**src/rtl/clk_disp_pkg.sv**
```systemverilog
// Shared definitions for the time-of-day display scanner: digit count,
// slot index type, slot-to-field map, active-low 7-segment codes and a
// binary-to-BCD helper.
package clk_disp_pkg;

   localparam int NUM_DIGITS = 6;
   localparam int DIDX_W     = 3;

   typedef logic [DIDX_W-1:0] didx_t;

   // Slot-to-field mapping: which digit of which field each slot shows
   localparam didx_t SLOT_SEC_ONES = 3'd0;
   localparam didx_t SLOT_SEC_TENS = 3'd1;
   localparam didx_t SLOT_MIN_ONES = 3'd2;
   localparam didx_t SLOT_MIN_TENS = 3'd3;
   localparam didx_t SLOT_HR_ONES  = 3'd4;
   localparam didx_t SLOT_HR_TENS  = 3'd5;

   // Active-low segment codes, bit order {g,f,e,d,c,b,a}
   localparam logic [6:0] SEG_0     = 7'b1000000;
   localparam logic [6:0] SEG_1     = 7'b1111001;
   localparam logic [6:0] SEG_2     = 7'b0100100;
   localparam logic [6:0] SEG_3     = 7'b0110000;
   localparam logic [6:0] SEG_4     = 7'b0011001;
   localparam logic [6:0] SEG_5     = 7'b0010010;
   localparam logic [6:0] SEG_6     = 7'b0000010;
   localparam logic [6:0] SEG_7     = 7'b1111000;
   localparam logic [6:0] SEG_8     = 7'b0000000;
   localparam logic [6:0] SEG_9     = 7'b0010000;
   localparam logic [6:0] SEG_BLANK = 7'b1111111;

   // Split a binary value into {tens, ones}; out-of-range values are kept
   // numeric rather than clamped (63 -> 6,3; 15 -> 1,5)
   function automatic logic [7:0] toBcd(input logic [6:0] value);
      return {4'(value / 7'd10), 4'(value % 7'd10)};
   endfunction

endpackage

```
**src/rtl/seg7_decode.sv**
```systemverilog
// BCD digit to active-low 7-segment code. Anything above 9 is blanked.
module seg7_decode
   import clk_disp_pkg::*;
(
   input  logic [3:0] i_bcd,
   output logic [6:0] o_seg
);

   // Pure lookup; default covers the non-decimal codes 10..15
   always_comb begin
      o_seg = SEG_BLANK;
      case (i_bcd)
         4'd0:    o_seg = SEG_0;
         4'd1:    o_seg = SEG_1;
         4'd2:    o_seg = SEG_2;
         4'd3:    o_seg = SEG_3;
         4'd4:    o_seg = SEG_4;
         4'd5:    o_seg = SEG_5;
         4'd6:    o_seg = SEG_6;
         4'd7:    o_seg = SEG_7;
         4'd8:    o_seg = SEG_8;
         4'd9:    o_seg = SEG_9;
         default: o_seg = SEG_BLANK;
      endcase
   end

endmodule

```
**src/rtl/clock_display_scan.sv**
```systemverilog
// Six-digit multiplexed 7-segment driver for the 12-hour clock.
// Snapshots seconds/minutes/hours once per frame so digits never tear,
// scans slots 0..5 (sec ones .. hour tens) with a one-cycle blanking gap
// at the start of each slot, and blinks the colon dots with seconds[0].
// Optional build macro CLK_DISP_LZ_BLANK_EN suppresses a leading-zero
// hours tens digit; without it slot 5 always shows its digit.
module clock_display_scan
   import clk_disp_pkg::*;
#(
   parameter int SCAN_DIV = 1000
) (
   input  logic                  clk,
   input  logic                  reset,
   input  logic [5:0]            seconds,
   input  logic [5:0]            minutes,
   input  logic [3:0]            hours,
   output logic [NUM_DIGITS-1:0] digit_en_n,
   output logic [6:0]            seg_n,
   output logic                  dp_n,
   output logic                  frame_start
);

   localparam int PW = (SCAN_DIV > 2) ? $clog2(SCAN_DIV) : 1;

   logic [PW-1:0]         r_pcnt;
   didx_t                 r_didx;
   logic                  r_prime;
   logic [5:0]            r_snapSec;
   logic [5:0]            r_snapMin;
   logic [3:0]            r_snapHr;

   logic                  w_lastTick;
   logic                  w_load;
   logic [7:0]            w_secBcd;
   logic [7:0]            w_minBcd;
   logic [7:0]            w_hrBcd;
   logic [3:0]            w_bcd;
   logic [6:0]            w_seg;
   logic [NUM_DIGITS-1:0] w_enNext;
   logic [6:0]            w_segNext;
   logic                  w_dpNext;

   assign w_lastTick = (r_pcnt == PW'(SCAN_DIV - 1));
   assign w_load     = r_prime || (w_lastTick && (r_didx == SLOT_HR_TENS));

   assign w_secBcd = toBcd({1'b0, r_snapSec});
   assign w_minBcd = toBcd({1'b0, r_snapMin});
   assign w_hrBcd  = toBcd({3'b000, r_snapHr});

   // Prescaler wraps every SCAN_DIV cycles and steps the slot index 0..5
   always_ff @(posedge clk or posedge reset) begin
      if (reset) begin
         r_pcnt <= '0;
         r_didx <= SLOT_SEC_ONES;
      end else if (w_lastTick) begin
         r_pcnt <= '0;
         r_didx <= (r_didx == SLOT_HR_TENS) ? SLOT_SEC_ONES : didx_t'(r_didx + 3'd1);
      end else begin
         r_pcnt <= r_pcnt + 1'b1;
      end
   end

   // Snapshot the time on the first edge out of reset and at every frame wrap
   always_ff @(posedge clk or posedge reset) begin
      if (reset) begin
         r_prime   <= 1'b1;
         r_snapSec <= '0;
         r_snapMin <= '0;
         r_snapHr  <= '0;
      end else if (w_load) begin
         r_prime   <= 1'b0;
         r_snapSec <= seconds;
         r_snapMin <= minutes;
         r_snapHr  <= hours;
      end
   end

   // Pick the BCD digit belonging to the slot currently being scanned
   always_comb begin
      w_bcd = 4'd0;
      case (r_didx)
         SLOT_SEC_ONES: w_bcd = w_secBcd[3:0];
         SLOT_SEC_TENS: w_bcd = w_secBcd[7:4];
         SLOT_MIN_ONES: w_bcd = w_minBcd[3:0];
         SLOT_MIN_TENS: w_bcd = w_minBcd[7:4];
         SLOT_HR_ONES:  w_bcd = w_hrBcd[3:0];
         SLOT_HR_TENS:  w_bcd = w_hrBcd[7:4];
         default:       w_bcd = 4'd0;
      endcase
   end

   seg7_decode u_decode (
      .i_bcd (w_bcd),
      .o_seg (w_seg)
   );

   // Next output image: blank on the first cycle of each slot, else drive it
   always_comb begin
      w_enNext  = '1;
      w_segNext = SEG_BLANK;
      w_dpNext  = 1'b1;
      if (r_pcnt != '0) begin
         w_enNext  = ~(NUM_DIGITS'(1) << r_didx);
         w_segNext = w_seg;
         w_dpNext  = ~(((r_didx == SLOT_MIN_ONES) || (r_didx == SLOT_HR_ONES)) && !r_snapSec[0]);
`ifdef CLK_DISP_LZ_BLANK_EN
         if ((r_didx == SLOT_HR_TENS) && (w_hrBcd[7:4] == 4'd0)) begin
            w_enNext  = '1;
            w_segNext = SEG_BLANK;
         end
`endif
      end
   end

   // Register every output; frame_start marks the slot-0 blanking cycle,
   // which is the first output cycle that follows each snapshot load
   always_ff @(posedge clk or posedge reset) begin
      if (reset) begin
         digit_en_n  <= '1;
         seg_n       <= SEG_BLANK;
         dp_n        <= 1'b1;
         frame_start <= 1'b0;
      end else begin
         digit_en_n  <= w_enNext;
         seg_n       <= w_segNext;
         dp_n        <= w_dpNext;
         frame_start <= (r_pcnt == '0) && (r_didx == SLOT_SEC_ONES);
      end
   end

endmodule
```
**config.mk**
```make
export PLATFORM = sky130hd
export DESIGN_NAME = clock_display_scan
export DESIGN_NICKNAME = d
export VERILOG_FILES = /design/src/rtl/clk_disp_pkg.sv /design/src/rtl/seg7_decode.sv /design/src/rtl/clock_display_scan.sv
export SDC_FILE = /design/constraint.sdc
export NUM_CORES = 1
export LEC_CHECK = 0
export ABC_AREA = 1
export CORE_MARGIN = 2
export CORE_UTILIZATION = 55
export DETAILED_ROUTE_END_ITERATION = 12
export DONT_BUFFER_PORTS = 1
export PLACE_DENSITY_LB_ADDON = 0.2
export SLEW_MARGIN = 20
export SYNTH_ARGS = -nofsm -noshare
export SYNTH_HDL_FRONTEND = slang
export SYNTH_SLANG_ARGS = --single-unit
```
**constraint.sdc**
```tcl
create_clock -name clk -period 2.36 [get_ports clk]
set_input_delay 0.354 -clock clk [delete_from_list [all_inputs] [get_ports clk]]
set_output_delay 0.354 -clock clk [all_outputs]
set_load 0.03 [all_outputs]
```
==> results_tabular.tex, run 1 <==
\begin{tabular}{lr}
\hline
Metric & Value \\
\hline
\multicolumn{2}{l}{\textbf{Setup path}} \\
\quad Critical path, cell by cell & inv\_2 -> buf\_6 -> nand3\_4 -> nand3\_2 -> nand2\_2 -> inv\_2 -> ha\_4 -> nor2\_4 -> a21oi\_4 -> inv\_2 -> nor2\_2 -> a21oi\_2 -> inv\_2 -> o21ai\_2 -> nand3\_2 -> nand2\_4 -> inv\_4 -> ha\_4 -> inv\_4 -> nand3\_4 -> nand3\_2 -> nand3\_2 \\
\quad Longest individual stage delay on the worst path & 0.46 ns \\
\quad Classification of the worst setup path & flip-flop to flip-flop \\
\quad Worst r2r dst & seg\_n[3]\$\_DFF\_PP1\_ \\
\quad Required time at the endpoint of the critical path & 2.59 ns \\
\quad Cell with the largest stage delay on the worst path & sky130\_fd\_sc\_hd\_\_dfrtp\_2 \\
\quad Data arrival at the endpoint of the critical path & 2.93 ns \\
\quad Crit Path Max Fanout & 4 \\
\quad Origin of the critical flop-to-flop path & r\_didx[0]\$\_DFFE\_PP0N\_ \\
\quad Category of the worst setup path launch point & flip-flop \\
\quad Minimum setup slack among reg-to-reg paths & -0.34 ns \\
\quad Worst setup EP type & flip-flop \\
\quad Reg2reg path depth & 22 \\
\multicolumn{2}{l}{\textbf{Cells and area}} \\
\quad Fill count & 303 \\
\quad Final std cell area, no fill & 3380 um\^{}2 \\
\quad Final Core Density & 77.1\% \\
\quad Number of nets in the finished design & 390 \\
\quad Proportion of layout cells with a drive suffix above 1 & 41.2\% \\
\quad Number of antenna diodes & 0 \\
\quad Syn-to-layout area delta & 34.1\% \\
\multicolumn{2}{l}{\textbf{Yosys}} \\
\quad Number of nets in the synthesized netlist & 338 \\
\quad Ranking of synthesized cells by area & sky130\_fd\_sc\_hd\_\_dfrtp\_1, sky130\_fd\_sc\_hd\_\_dfstp\_2, sky130\_fd\_sc\_hd\_\_nand2\_1 \\
\quad Top cells by instance count after synthesis & sky130\_fd\_sc\_hd\_\_nand2\_1, sky130\_fd\_sc\_hd\_\_inv\_1, sky130\_fd\_sc\_hd\_\_nand3\_1 \\
\quad Post-synthesis instance total & 311 \\
\quad Cell variety after synth & 33 \\
\quad Cell area after technology mapping & 2520 um\^{}2 \\
\quad Area fraction of the dominant cell type after synthesis & 29.8\% \\
\quad Number of enable flip-flop cells after synthesis & 0 \\
\quad Most frequent cell after synthesis & sky130\_fd\_sc\_hd\_\_nand2\_1 \\
\quad Warnings from Yosys & 0 \\
\quad Mean Syn Cell Area & 8.11 um\^{}2 \\
\quad Primary flip-flop cell chosen by synthesis mapping & sky130\_fd\_sc\_hd\_\_dfrtp\_1 \\
\quad Register area share after synthesis & 45.4\% \\
\quad Most area-hungry cell type in the Yosys netlist & sky130\_fd\_sc\_hd\_\_dfrtp\_1 \\
\quad Flops \& latches, synth & 45 \\
\quad Post-synthesis async set-or-reset flop share & 100\% \\
\multicolumn{2}{l}{\textbf{Floorplanning}} \\
\quad I/O pin total & 33 \\
\quad Row count & 24 \\
\quad Die area & 5140 um\^{}2 \\
\quad Starting density of the core & 57.5\% \\
\quad Area inside the core boundary & 4380 um\^{}2 \\
\quad Width of the die & 71.7 um \\
\quad Die outline height & 71.7 um \\
\multicolumn{2}{l}{\textbf{Power and ir drop}} \\
\quad Internal Pwr Total & 1480 uW \\
\quad Sequential cell fraction of total power & 46.8\% \\
\quad Clock share of power & 26.7\% \\
\quad Static power due to leakage & 0.00164 uW \\
\quad Switching part of the total & 34.7\% \\
\quad Peak VDD IR & 0.527 mV \\
\quad Total power per unit cell area & 673 nW/um\^{}2 \\
\quad Share of total power in combinational logic & 26.5\% \\
\quad Power dissipated by switching net loads & 791 uW \\
\multicolumn{2}{l}{\textbf{STA}} \\
\quad Count of endpoints failing setup in the final report & 7 \\
\quad Slew at the pin closest to its max-slew limit & 0.492 ns \\
\quad Pins Over Slew Limit & 0 \\
\quad Final Hold Viols & 0 \\
\quad Fin worst setup slack & -0.344 ns \\
\quad Setup\_tns & -2.13 ns \\
\quad Min Tclk post-route & 2.70 ns \\
\quad Slew HR & 67.0\% \\
\quad Setup repair after global routing missed its margin & true \\
\quad Layout Skew & 0.0139 ns \\
\quad Highest Clock Rate & 370 MHz \\
\quad Part of the cycle the worst path needs & 115\% \\
\multicolumn{2}{l}{\textbf{Clock network}} \\
\quad Sink Count & 45 \\
\quad Insertion delay to the later sink of the worst-skew pair & 0.31 ns \\
\quad CTS tree & yes \\
\quad Clock input transition at the sequential cells of the worst setup and hold paths & 0.09 ns \\
\quad Number of buffers created by CTS & 5 \\
\quad Maximum clock path buffer count & 2 \\
\quad Maximum level of the CTS H-tree & 2 \\
\quad Root Driver & sky130\_fd\_sc\_hd\_\_clkbuf\_8 \\
\multicolumn{2}{l}{\textbf{Route}} \\
\quad TritonRoute pass-1 iters & 4 \\
\quad Avg Vias per Cell & 5.46 \\
\quad Vias & 2,270 \\
\quad Starting DRC count in detailed routing & 109 \\
\quad Detail Route Antenna Nets & 0 \\
\quad Post-detailed-routing wire length & 6290 um \\
\quad DR DRC count & 0 \\
\quad Drt wl/cell & 15.1 um \\
\multicolumn{2}{l}{\textbf{Global routing}} \\
\quad Initial antenna violation count & 0 \\
\quad Maximum number of pins on one net before global-route repair & 21 \\
\quad Tot GR Track Use & 24.2\% \\
\quad First-pass GRT wire length & 9760 um \\
\quad Global route total overflow & 0 \\
\quad Number of global-route vias before repair & 2,195 \\
\multicolumn{2}{l}{\textbf{Placement}} \\
\quad Area after detailed placement & 2960 um\^{}2 \\
\quad DP HPWL & 4180 um \\
\quad Routability cong. & 0.848 \\
\quad Post-Place Setup Slack & -0.323 ns \\
\quad Port Buf Inserts & 0 \\
\multicolumn{2}{l}{\textbf{Hold path}} \\
\quad HP Class & input port to flip-flop \\
\quad Worst hold path endpoint & r\_snapHr[0]\$\_DFFE\_PP0P\_ \\
\quad Hold Path Stages & 2 \\
\quad Hold Crit Start & hours[0] \\
\multicolumn{2}{l}{\textbf{Status}} \\
\quad Violations in the final reports & setup timing \\
\quad Status & finished with violations \\
\multicolumn{2}{l}{\textbf{Run}} \\
\quad Count of maximum capacitance violations & 0 \\
\hline
\end{tabular}
-- area by class of cell --
class / instances / area (um^2) / area share [%]
multi-input combinational: 209 / 1450 / 42.9
tap: 52 / 65.1 / 1.92
sequential: 45 / 1150 / 34.0
clock buffer: 5 / 68.8 / 2.03
timing repair buffer: 49 / 394 / 11.7
clock inverter: 3 / 47.5 / 1.41
inverter: 53 / 206 / 6.10
-- registers in the layout, summed over array words and instances, names as in the netlist --
signal,count
r_snapSec,6
r_didx,3
r_snapHr,4
seg_n,7
digit_en_n,6
r_prime,1
r_pcnt,10
frame_start,1
r_snapMin,6
dp_n,1
-- worst max-delay path, delay by kind of cell, from the launching register on --
kind,cells,cell delay (ns)
AO/OA/AOI/OAI,3,0.37
buffers and inverters,7,0.56
adder cells (fa/ha/maj),2,0.37
AND/OR/NAND/NOR,10,0.86
flip-flops,1,0.46
-- cell usage in the layout, fill, tap and decap left out, types with 12 or more instances in the layout --
master,synthesis,routed
sky130_fd_sc_hd__nand3_2,4,12
sky130_fd_sc_hd__buf_4,1,44
sky130_fd_sc_hd__nand2_2,8,15
sky130_fd_sc_hd__dfrtp_1,30,27
sky130_fd_sc_hd__nor2_1,16,14
sky130_fd_sc_hd__inv_1,48,41
sky130_fd_sc_hd__nand2_1,63,53
sky130_fd_sc_hd__nand3_1,39,25
sky130_fd_sc_hd__dfstp_2,15,15
sky130_fd_sc_hd__o21ai_0,21,18
-- per-layer routing --
layer / vias up / track usage, % / share of wire (%)
li1: 1103 / - / -
met1: 1084 / 28.3 / 41
met2: 65 / 44.3 / 52
met3: 18 / 4.08 / 3.9
met4: 0 / 9.01 / 2.5
met5: - / 0 / 0
-- what timing repair did --
action                                  4_1_cts  5_1_grt
resized for setup                            16       38
endpoints found under the hold margin         8        0
hold buffers                                  1        0
setup buffers                                 5        5
endpoints found under the setup margin        7        7
pin swaps                                     8       22
-- power groups by stage --
stage                     Combinational (uW)  Clock [uW]  Sequential [uW]
after global routing                     657         643             1080
final                                    602         608             1070
after CTS                                513         616             1070
after detailed placement                 492           0             1080
after global placement                   477           0             1080
after floorplan                          345           0             1070
-- cell families after synthesis --
kind of cell / Yosys count / synth area share [%]
DFF: 45 / 45.4
and+or+nand+nor: 145 / 26.9
xor gates and xnor gates: 4 / 1.39
other: 1 / 0.149
muxes: 5 / 2.23
adders and majority gates: 9 / 4.47
buffers and inverters: 57 / 8.64
AOI/OAI and AO/OA: 45 / 10.8
-- worst max-delay path by stage --
stage	to	from	depth (start not counted)
5_1_grt	seg_n[3]$_DFF_PP1_	r_didx[1]$_DFFE_PP0N_	20
3_5_place_dp	seg_n[0]$_DFF_PP1_	r_didx[0]$_DFFE_PP0N_	23
6_report	seg_n[3]$_DFF_PP1_	r_didx[0]$_DFFE_PP0N_	22
2_1_floorplan	seg_n[0]$_DFF_PP1_	r_didx[0]$_DFFE_PP0N_	23
3_3_place_gp	seg_n[0]$_DFF_PP1_	r_didx[0]$_DFFE_PP0N_	23
4_1_cts	seg_n[0]$_DFF_PP1_	r_didx[1]$_DFFE_PP0N_	20
-- metrics by stage --
step                power [uW]  instances  hold WS, ns
floorplan                 1410        311        0.432
global placement          1550        397        0.227
detailed placement        1570        397        0.234
CTS                       2190        411        0.163
global route              2380        416        0.162
finish                    2280        416        0.166
No activity file was read; power rests on OpenSTA's default activity.
==> run 2: changes to the inputs <==
--- a/config.mk
+++ b/config.mk
@@ -11,6 +11,7 @@
 export DETAILED_ROUTE_END_ITERATION = 12
 export DONT_BUFFER_PORTS = 1
 export PLACE_DENSITY_LB_ADDON = 0.2
+export SKIP_LAST_GASP = 1
 export SLEW_MARGIN = 20
 export SYNTH_ARGS = -nofsm -noshare
 export SYNTH_HDL_FRONTEND = slang
==> run 2 against run 1 <==
The run still ends with setup timing left. Register-to-register slack about the same. Wire length fell by 0.38%. Clock power is essentially flat. Critical path type unchanged. Final cell count is the same. Worst setup slack about the same. Utilization is the same. Fmax about the same.
==> results_tabular.tex, run 2 (synthesis results as in run 1) <==
\begin{tabular}{lr}
\hline
Metric & Value \\
\hline
\multicolumn{2}{l}{\textbf{Clock network}} \\
\quad Sink Count & 45 (unchanged) \\
\quad Insertion delay to the later sink of the worst-skew pair & 0.31 ns (about the same) \\
\quad Clock input transition at the sequential cells of the worst setup and hold paths & 0.09 ns (about the same) \\
\quad Maximum level of the CTS H-tree & 2 (unchanged) \\
\quad CTS tree & yes \\
\quad Root Driver & sky130\_fd\_sc\_hd\_\_clkbuf\_8 \\
\quad Maximum clock path buffer count & 2 (unchanged) \\
\quad Number of buffers created by CTS & 5 (unchanged) \\
\multicolumn{2}{l}{\textbf{Floorplanning}} \\
\quad I/O pin total & 33 (unchanged) \\
\quad Die area & 5140 um\^{}2 (unchanged) \\
\quad Width of the die & 71.7 um (unchanged) \\
\quad Starting density of the core & 57.5\% (unchanged) \\
\quad Area inside the core boundary & 4380 um\^{}2 (unchanged) \\
\quad Row count & 24 (unchanged) \\
\quad Die outline height & 71.7 um (unchanged) \\
\multicolumn{2}{l}{\textbf{Cells and area}} \\
\quad Number of antenna diodes & 0 (unchanged) \\
\quad Largest register by flop count & r\_pcnt \\
\quad Leading cell type in the layout, fill and taps excluded & sky130\_fd\_sc\_hd\_\_nand2\_1 \\
\quad Most used cells in the layout excluding fill and tap cells & sky130\_fd\_sc\_hd\_\_nand2\_1, sky130\_fd\_sc\_hd\_\_buf\_4, sky130\_fd\_sc\_hd\_\_inv\_1, sky130\_fd\_sc\_hd\_\_dfrtp\_1, sky130\_fd\_sc\_hd\_\_nand3\_1 \\
\quad FF/Latch Area & 1150 um\^{}2 (unchanged) \\
\quad Proportion of layout cells with a drive suffix above 1 & 41.2\% (unchanged) \\
\quad Final Core Density & 77.1\% (unchanged) \\
\quad Top Registers & r\_pcnt (10), seg\_n (7) \\
\quad Non-filler cells, final & 416 (unchanged) \\
\quad Number of nets in the finished design & 390 (unchanged) \\
\quad Syn-to-layout area delta & 34.1\% (unchanged) \\
\quad Multi-input logic area & 1450 um\^{}2 (unchanged) \\
\quad Max FFs per register & 10 (unchanged) \\
\quad Fill count & 303 (unchanged) \\
\multicolumn{2}{l}{\textbf{Setup path}} \\
\quad Category of the worst setup path launch point & flip-flop \\
\quad Classification of the worst setup path & flip-flop to flip-flop \\
\quad Worst r2r dst & seg\_n[3]\$\_DFF\_PP1\_ \\
\quad Worst setup EP type & flip-flop \\
\quad Startpoint of the most critical setup path & r\_didx[0]\$\_DFFE\_PP0N\_ \\
\quad Reg2reg path depth & 22 (unchanged) \\
\quad Worst setup path end & seg\_n[3]\$\_DFF\_PP1\_ \\
\quad Minimum setup slack among reg-to-reg paths & -0.34 ns (about the same) \\
\quad Crit Path Max Fanout & 4 (unchanged) \\
\quad Required time at the endpoint of the critical path & 2.59 ns (about the same) \\
\quad Data arrival at the endpoint of the critical path & 2.93 ns (about the same) \\
\quad Origin of the critical flop-to-flop path & r\_didx[0]\$\_DFFE\_PP0N\_ \\
\multicolumn{2}{l}{\textbf{Global routing}} \\
\quad Global route total overflow & 0 (unchanged) \\
\quad First-pass GRT wire length & 9760 um (unchanged) \\
\quad Initial antenna violation count & 0 (unchanged) \\
\quad Tot GR Track Use & 24.2\% (unchanged) \\
\quad Number of global-route vias before repair & 2,195 (unchanged) \\
\quad Maximum number of pins on one net before global-route repair & 21 (unchanged) \\
\multicolumn{2}{l}{\textbf{Power and ir drop}} \\
\quad Internal Pwr Total & 1480 uW (about the same) \\
\quad Switching part of the total & 34.8\% (about the same) \\
\quad Peak VDD IR & 0.526 mV (about the same) \\
\quad Clock share of power & 26.7\% (about the same) \\
\quad Sequential cell fraction of total power & 46.8\% (about the same) \\
\quad Static power due to leakage & 0.00164 uW (about the same) \\
\quad Total power per unit cell area & 673 nW/um\^{}2 (about the same) \\
\quad Share of total power in combinational logic & 26.5\% (about the same) \\
\quad Power dissipated by switching net loads & 791 uW (about the same) \\
\multicolumn{2}{l}{\textbf{STA}} \\
\quad Layout Skew & 0.0139 ns (-0.000000100 ns) \\
\quad Setup repair after global routing missed its margin & true \\
\quad Highest Clock Rate & 370 MHz (about the same) \\
\quad Count of endpoints failing setup in the final report & 7 (unchanged) \\
\quad Slew at the pin closest to its max-slew limit & 0.493 ns (+0.000533 ns) \\
\quad Fin worst setup slack & -0.344 ns (-0.000206 ns) \\
\quad Slew HR & 67.0\% (about the same) \\
\quad Pins Over Slew Limit & 0 (unchanged) \\
\quad Part of the cycle the worst path needs & 115\% (about the same) \\
\quad Final Hold Viols & 0 (unchanged) \\
\quad Min Tclk post-route & 2.70 ns (+0.000206 ns) \\
\multicolumn{2}{l}{\textbf{Route}} \\
\quad Detail Route Antenna Nets & 0 (unchanged) \\
\quad DR DRC count & 0 (unchanged) \\
\quad Drt wl/cell & 15.1 um (-0.38\%) \\
\quad Post-detailed-routing wire length & 6260 um (-0.38\%) \\
\quad Avg Vias per Cell & 5.48 (+0.40\%) \\
\quad Starting DRC count in detailed routing & 100 (-8.3\%) \\
\quad TritonRoute pass-1 iters & 5 (+1) \\
\quad Vias & 2,279 (+0.40\%) \\
\multicolumn{2}{l}{\textbf{Placement}} \\
\quad Number of instances in the placed design & 397 (unchanged) \\
\quad Routability cong. & 0.848 (unchanged) \\
\quad Port Buf Inserts & 0 (unchanged) \\
\quad DP HPWL & 4180 um (unchanged) \\
\multicolumn{2}{l}{\textbf{Status}} \\
\quad Status & finished with violations \\
\quad Violations in the final reports & setup timing \\
\multicolumn{2}{l}{\textbf{Hold path}} \\
\quad HP Class & input port to flip-flop \\
\multicolumn{2}{l}{\textbf{Run}} \\
\quad Count of maximum capacitance violations & 0 (unchanged) \\
\hline
\end{tabular}
run 2: cell type report:
cell class,count,area share [%]
multi-input cells,209,42.9
flip-flops and latches,45,34.0
repair buffers,49,11.7
inverters,53,6.10
clock buffers,5,2.03
well taps,52,1.92
clock inverters,3,1.41
run 2: per-layer routing:
metal	vias up	wire length, um	track usage [%]
met1	1095	2560	28.3
met4	0	159	9.01
met5	-	0	0
met2	65	3290	44.3
met3	18	250	4.08
li1	1101	-	-
run 2: metrics by stage:
step / worst slack, ns / total power (uW) / hold WS, ns / setup TNS [ns] / instance area, um^2
floorplan: -0.144 / 1410 / 0.432 / -0.778 / 2610
global route: -0.490 / 2380 / 0.162 / -3.28 / 3380
CTS: -0.238 / 2190 / 0.163 / -1.45 / 3180
finish: -0.344 / 2280 / 0.166 / -2.12 / 3380
global placement: -0.257 / 1550 / 0.227 / -1.59 / 2960
detailed placement: -0.323 / 1570 / 0.234 / -1.98 / 2960
run 2: power groups by stage:
| stage | logic (uW) | clock network (uW) | registers, uW |
|---|---|---|---|
| 2_1_floorplan | 345 | 0 | 1070 |
| 3_3_place_gp | 477 | 0 | 1080 |
| 3_5_place_dp | 492 | 0 | 1080 |
| 4_1_cts | 513 | 616 | 1070 |
| 5_1_grt | 657 | 643 | 1080 |
| 6_report | 603 | 608 | 1060 |
run 2: repair_timing:
action | 4_1_cts | 5_1_grt
setup endpoints to repair | 7 | 7
setup buffers | 5 | 5
endpoints found under the hold margin | 8 | 0
hold buffers | 1 | 0
gates resized for setup | 16 | 37
pin swaps | 8 | 22
run 2: worst min-delay path by stage:
stage / start / endpoint / slack, ns / depth (start not counted)
3_3_place_gp: reset / r_pcnt[5]$_DFF_PP0_ / 0.23 / 1
5_1_grt: seconds[5] / r_snapSec[5]$_DFFE_PP0P_ / 0.16 / 2
6_report: seconds[5] / r_snapSec[5]$_DFFE_PP0P_ / 0.17 / 2
3_5_place_dp: reset / r_pcnt[5]$_DFF_PP0_ / 0.23 / 1
4_1_cts: seconds[5] / r_snapSec[5]$_DFFE_PP0P_ / 0.16 / 2
2_1_floorplan: r_pcnt[0]$_DFF_PP0_ / r_pcnt[0]$_DFF_PP0_ / 0.43 / 1
run 2: critical path, cell delays in order, from the launching register on:
cell,delay [ns]
sky130_fd_sc_hd__dfrtp_2,0.46
sky130_fd_sc_hd__inv_2,0.11
sky130_fd_sc_hd__buf_6,0.11
sky130_fd_sc_hd__nand3_4,0.10
sky130_fd_sc_hd__nand3_2,0.09
sky130_fd_sc_hd__nand2_2,0.07
sky130_fd_sc_hd__inv_2,0.08
sky130_fd_sc_hd__ha_4,0.21
sky130_fd_sc_hd__nor2_4,0.12
sky130_fd_sc_hd__a21oi_4,0.05
sky130_fd_sc_hd__inv_2,0.09
sky130_fd_sc_hd__nor2_2,0.04
sky130_fd_sc_hd__a21oi_2,0.17
sky130_fd_sc_hd__inv_2,0.07
sky130_fd_sc_hd__o21ai_2,0.14
sky130_fd_sc_hd__nand3_2,0.10
sky130_fd_sc_hd__nand2_4,0.12
sky130_fd_sc_hd__inv_4,0.05
sky130_fd_sc_hd__ha_4,0.16
sky130_fd_sc_hd__inv_4,0.05
sky130_fd_sc_hd__nand3_4,0.07
sky130_fd_sc_hd__nand3_2,0.10
sky130_fd_sc_hd__nand3_2,0.05
